<file path="src/rtl/mux3_bus_arbiter.sv">
// mux3_bus_arbiter
//   Arbitrates three requesters (A = ALU result, B = memory read data,
//   C = PC+2 link) onto one WIDTH-bit bus. The winner's data is captured in a
//   single-entry output register that a consumer drains with VALID/RDY.
//
//   Build option: define MUX3ARB_FIXED_PRI_EN for fixed priority A > B > C;
//   when it is undefined the arbiter is round-robin.
//
// Ports
//   CLK    in   clock, rising edge
//   Reset  in   synchronous active-high reset
//   EN     in   grant enable (draining continues while low)
//   REQ    in   [2:0] level requests, bit0=A bit1=B bit2=C
//   A,B,C  in   [WIDTH-1:0] source data
//   GNT    out  [2:0] one-hot grant, combinational, accept cycle only
//   S      out  [1:0] select of the source now held in O (0=A 1=B 2=C)
//   O      out  [WIDTH-1:0] registered output data
//   VALID  out  O/S hold an undelivered transfer
//   RDY    in   consumer ready
module mux3_bus_arbiter #(
   parameter int unsigned WIDTH = 16
) (
   input  logic             CLK,
   input  logic             Reset,
   input  logic             EN,
   input  logic [2:0]       REQ,
   input  logic [WIDTH-1:0] A,
   input  logic [WIDTH-1:0] B,
   input  logic [WIDTH-1:0] C,
   output logic [2:0]       GNT,
   output logic [1:0]       S,
   output logic [WIDTH-1:0] O,
   output logic             VALID,
   input  logic             RDY
);

   typedef enum logic {
      EMPTY = 1'b0,
      FULL  = 1'b1
   } state_t;

   state_t     state;
   logic [1:0] win;
   logic       acc;
   logic [WIDTH-1:0] win_data;

`ifdef MUX3ARB_FIXED_PRI_EN
   // Lowest set REQ bit wins.
   always_comb begin
      win = 2'd0;
      if (REQ[0])
         win = 2'd0;
      else if (REQ[1])
         win = 2'd1;
      else if (REQ[2])
         win = 2'd2;
   end
`else
   // Next source to be considered first; only ever 0, 1 or 2.
   logic [1:0] ptr;

   // Search order starts at ptr and wraps modulo 3.
   always_comb begin
      win = 2'd0;
      case (ptr)
         2'd1: begin
            if (REQ[1])      win = 2'd1;
            else if (REQ[2]) win = 2'd2;
            else if (REQ[0]) win = 2'd0;
         end
         2'd2: begin
            if (REQ[2])      win = 2'd2;
            else if (REQ[0]) win = 2'd0;
            else if (REQ[1]) win = 2'd1;
         end
         default: begin
            if (REQ[0])      win = 2'd0;
            else if (REQ[1]) win = 2'd1;
            else if (REQ[2]) win = 2'd2;
         end
      endcase
   end
`endif

   // A new transfer is accepted when the register is free or being drained
   // in this same cycle; Reset suppresses any grant.
   assign acc = ~Reset & EN & (|REQ) & ((state == EMPTY) | RDY);

   always_comb begin
      GNT = '0;
      if (acc)
         GNT = 3'b001 << win;
   end

   always_comb begin
      case (win)
         2'd1:    win_data = B;
         2'd2:    win_data = C;
         default: win_data = A;
      endcase
   end

   assign VALID = (state == FULL);

   always_ff @(posedge CLK) begin
      if (Reset) begin
         state <= EMPTY;
         O     <= '0;
         S     <= '0;
`ifndef MUX3ARB_FIXED_PRI_EN
         ptr   <= '0;
`endif
      end else if (acc) begin
         state <= FULL;
         O     <= win_data;
         S     <= win;
`ifndef MUX3ARB_FIXED_PRI_EN
         ptr   <= (win == 2'd2) ? 2'd0 : win + 2'd1;
`endif
      end else if ((state == FULL) && RDY) begin
         // Drained with nothing to refill: O/S keep their last values.
         state <= EMPTY;
      end
   end

endmodule
</file>
<file path="config.mk">
export PLATFORM = sky130hd
export DESIGN_NAME = mux3_bus_arbiter
export DESIGN_NICKNAME = d
export VERILOG_FILES = /design/src/rtl/mux3_bus_arbiter.sv
export SDC_FILE = /design/constraint.sdc
export NUM_CORES = 1
export LEC_CHECK = 0
export ABC_CLOCK_PERIOD_IN_PS = 5700
export CORE_ASPECT_RATIO = 1.5
export CORE_MARGIN = 5
export CORE_UTILIZATION = 40
export CTS_BUF_LIST = sky130_fd_sc_hd__clkbuf_4 sky130_fd_sc_hd__clkbuf_8
export DETAILED_ROUTE_END_ITERATION = 10
export PLACE_DENSITY_LB_ADDON = 0.12
export SLEW_MARGIN = 20
export SYNTH_ARGS = -nofsm -noshare
export SYNTH_HDL_FRONTEND = slang
export SYNTH_SLANG_ARGS = --single-unit
</file>
<file path="constraint.sdc">
create_clock -name CLK -period 5.7 [get_ports CLK]
set_input_delay 1.14 -clock CLK [delete_from_list [all_inputs] [get_ports CLK]]
set_output_delay 1.14 -clock CLK [all_outputs]
set_load 0.005 [all_outputs]
</file>
# == Word level (Yosys, flattened, before mapping) ==
# Index checks and enable logic that the tools add are counted.
# word_totals
reg_bits,21
inputBits,55
out_inout_bits,22
wordCells,31
# classes
n_addsub,1
n_eq_ne,4
n_shift,1
n_mux,12
bitwise_logic,6
reduce_logical,3
# ops
operator,n
$pmux W16 S2,1
$mux W2,5
$eq A2 B1 Y1 const B,2
$eq A2 B2 Y1 const B,2
$mux W1,4
$pmux W2 S2,1
$and A1 B1 Y1,3
$mux W3,1
$reduce_or A3 Y1,1
$shl A1 B2 Y3 const A,1
$add A2 B1 Y2 const B,1
$not A1 Y1,2
$reduce_bool A2 Y1,1
$logic_and A1 B1 Y1,1
$or A1 B1 Y1,1

# == Logic depth before layout (Yosys ltp) ==
# logic_depth
ltp_word,6
ltp_mapped,13
mapped_depth_nobuf,11

# == Worst setup path before layout ==
# OpenSTA, ideal clock, no wires.
# synth_timing
path_kind,input-to-output
startpoint,in REQ[0]
endpoint,out GNT[1]
arrival_time_ps,2532
required_ps,4560
setup_slack_ps,2028
cell_stages,7
n_path_buf,2
cell_sequence,nand2b_1 a21oi_1 o21ai_0 ha_1 clkbuf_1 buf_2 and3_1
# synth_via
elab_chain_len,5
word_cells_on_any_way,9
classes_between,shift (1); mux (5); bitwise (2); reduce/logical (1)
# synth_rtl
item,line,rtl
"start, declared",26,"input logic [2:0] REQ,"
$mux W1,73,else if (REQ[0]) win = 2'd0;
$mux W2,72,if (REQ[2]) win = 2'd2;
$pmux W2 S2,65,case (ptr)
$shl A1 B2 Y3,92,GNT = 3'b001 << win;
$mux W3 *,91,if (acc)
"end, declared",30,"output logic [2:0] GNT,"
# Mark *: on every way between the ends. The rest lies on a longest branch, timed or not.

# == Worst setup path after layout ==
# layout_timing
startpoint,in REQ[0]
endpoint,out GNT[2]
# layout_via
word_cells_on_any_way,9
classes_between,shift (1); mux (5); bitwise (2); reduce/logical (1)
# layout_lines
item,line,rtl
$mux W2,77,if (REQ[0]) win = 2'd0;
$pmux W2 S2,65,
net win[1],43,logic [1:0] win;
$shl A1 B2 Y3,92,
$mux W3,91,
# The timed path passes the listed nets, and every way through them passes these cells.

==> out/metrics.cfg <==
[status]
status = finished, final reports clean

[placed_design]
post-dp-hpwl_mm = 2.83
placedCellCount = 255
io_buffers = 76
place_congestion = 0.699

[timing]
setup_viol = 0
finClkSkew_ps = 3.70
fmax_ghz = 0.214
hold_violations = 0
rsz0062_at_grt = no
min_period_over_period_pct = 82.1
slew-limit-headroom_pct = 28.5
setup_tns_ps = 0
hold_ws_ps = 477
slew_viol_final = 0
period_minus_slack_ps = 4680
worstMarginPinSlew_ps = 1070

[die]
io_pins = 77
die_w_um = 54.7
rows = 24
initial_core_util_pct = 41.2
die-area_sq_um = 4210
core_sq_um = 2910
fp.dieH_um = 77.0

[drt]
drtAntennaViolNets = 0
drt_first_pass_iters = 4
drt-initial-drc-count = 32
drcViolationCount = 0
wl_per_cell_um = 14.4
num_vias = 1360
vias_per_cell = 5.25
wirelength_mm = 3.72

[synth]
yosysWarnings = 0
yosysUniqueCellTypes = 23
synth_area_sq_um = 1200
syn_inst = 152
yosysSeqAreaShare_pct = 35.1
syn_avg_cell_area_sq_um = 7.89
syn_nets = 214
ys_ff_latch = 21

[finish]
multiInputGateArea_sq_um = 678
utilization_pct = 68.0
areaGrowthSynthToFinish_pct = 65.2
antenna_cells = 0
drive_above_1_share_pct = 2.73
fin_nets = 283
fin_cells = 259
seqCellArea_sq_um = 420
nFillCells = 255

[worst_setup_path]
critical_path_class = input port to output pin
required_ps = 4560
r2r_start = ptr[0]$_SDFFE_PP0P_
critPathMaxStageDelay_ps = 550
path_buf_inv = 3
startpoint_type = input port
end_kind = output pin
r2r_cells = 9
crit_chain = clkdlybuf4s50_1 -> nand2b_1 -> a21oi_1 -> o21ai_0 -> inv_1 -> ha_1 -> and3_1 -> clkdlybuf4s50_1
path_common_cell = clkdlybuf4s50_1
critical_path.slowest_cell = ha_1
critPathArrivalTime_ps = 3540
crit_fanout = 17
cp_top_family = buffers and inverters
rrSetupSlack_ps = 2970
r2r_end = O[2]$_SDFFE_PP0P_

[grt]
grt_start_max_net_pins = 33
gr-total-overflow = 0
grtUsageTotal_pct = 18.3
grt_pass1_wl_mm = 5.98
antenna_found_initial = 0
grt_pass1_vias = 1392

[clock_tree]
clock_path_buffers = 2
h-tree-depth = 1
cts_sinks = 21
clock_latency_ps = 260
cts-buffers-inserted = 3
cts_resized = 0
cts_root_buffer = clkbuf_8
hold_buffers = 0
clk_pin_slew_ps = 80
cts_tree = done
post-cts-setup-buffer-count = 0

[power_and_ir_drop]
p_int_mw = 0.290
switchingPower_mw = 0.117
clock_power_share_pct = 24.6
pwr_density_cell_nw_per_um2 = 205
power_mw = 0.406
swShare_pct = 28.7
seqPwrFrac_pct = 41.2
p_comb_share_pct = 34.1
p_leak_nw = 0.751
ir_drop_uv = 133

[hold_path]
holdPathStages = 2
hp-start = O[10]$_SDFFE_PP0P_
hold_path_end = O[10]$_SDFFE_PP0P_
hold_path_class = register to register

[flow_run]
maxCapViolations = 0

tightest hold or removal path, stage by stage, from the launching register on:
cell and delay (ps):
dfxtp_1 310, nand2_1 50, o22ai_1 70
stage by stage:
stage | setup WS (ps) | cell area (sq um)
after global routing | 807 | 1980
after floorplan | 2030 | 1200
after CTS | 1020 | 1980
after global placement | 1110 | 1930
final | 1020 | 1980
after detailed placement | 1020 | 1930
logic make-up after synthesis:
kind of cell | Yosys count | share of synthesized area, %
buffers and inverters | 18 | 8.35
adders and majority gates | 7 | 7.31
DFF | 21 | 35.1
and+or+nand+nor | 49 | 19.1
muxes | 2 | 1.67
AOI/OAI and AO/OA | 55 | 28.5
routing by layer:
metal | vias up | part of all wire, % | track usage, %
li1 | 676 | - | -
met2 | 60 | 51 | 30.7
met5 | - | 0 | 0
met4 | 0 | 1.1 | 5.49
met3 | 5 | 9.4 | 4.26
met1 | 619 | 38 | 22.1
worst max-delay path by stage:
stage,startpoint,to,depth (start not counted)
2_1_floorplan,REQ[0],GNT[1],7
3_3_place_gp,REQ[0],GNT[2],8
3_5_place_dp,REQ[0],GNT[2],8
4_1_cts,REQ[0],GNT[2],8
5_1_grt,REQ[0],GNT[2],8
6_report,REQ[0],GNT[2],8
cells in the final DEF, fill, tap and decap left out, types with 2 or more instances in the layout:
cell	instances
a21oi_1	3
ha_1	7
clkdlybuf4s50_1	76
nor2_1	2
nand2b_1	3
dfxtp_1	21
inv_1	5
clkbuf_8	3
mux2i_1	2
o21ai_0	18
and3_1	4
o22ai_1	17
a22oi_1	16
nand2_1	35
cell usage after synthesis:
master	instances	area [sq um]
buf_4	1	7.51
clkbuf_1	7	26.3
nor3b_1	1	7.51
buf_8	1	15.0
nand2_8	1	20.0
nand2_1	35	131
o21ai_0	18	90.1
a21oi_1	3	15.0
a22oi_1	16	120
and2_1	1	6.26
buf_6	2	22.5
a41o_1	1	10.0
dfxtp_1	21	420
nor2b_1	1	6.26
o22ai_1	17	106
mux2i_1	2	20.0
and3_1	4	25.0
nand2b_1	3	18.8
inv_1	5	18.8
or3_1	1	6.26
buf_2	2	10.0
ha_1	7	87.6
nor2_1	2	7.51
registers in the layout, indices dropped and copies added, names as in the netlist:
| register | flops |
|---|---|
| O | 16 |
| S | 2 |
| ptr | 2 |
| VALID | 1 |
power by group through the flow:
stage	Clock [mW]	Sequential [mW]	Combinational, mW
6_report	0.100	0.167	0.139
3_5_place_dp	0	0.171	0.139
3_3_place_gp	0	0.170	0.137
5_1_grt	0.108	0.169	0.156
4_1_cts	0.102	0.168	0.140
2_1_floorplan	0	0.171	0.0656
area by class of cell:
cell class | instances | share of cell area (%)
multi-input combinational | 113 | 34.2
tap | 39 | 2.46
clock buffer | 3 | 2.08
clock inverter | 1 | 0.253
sequential | 21 | 21.2
timing repair buffer | 77 | 38.8
inverter | 5 | 0.948
Note: power is estimated with default switching activity, not from simulation.
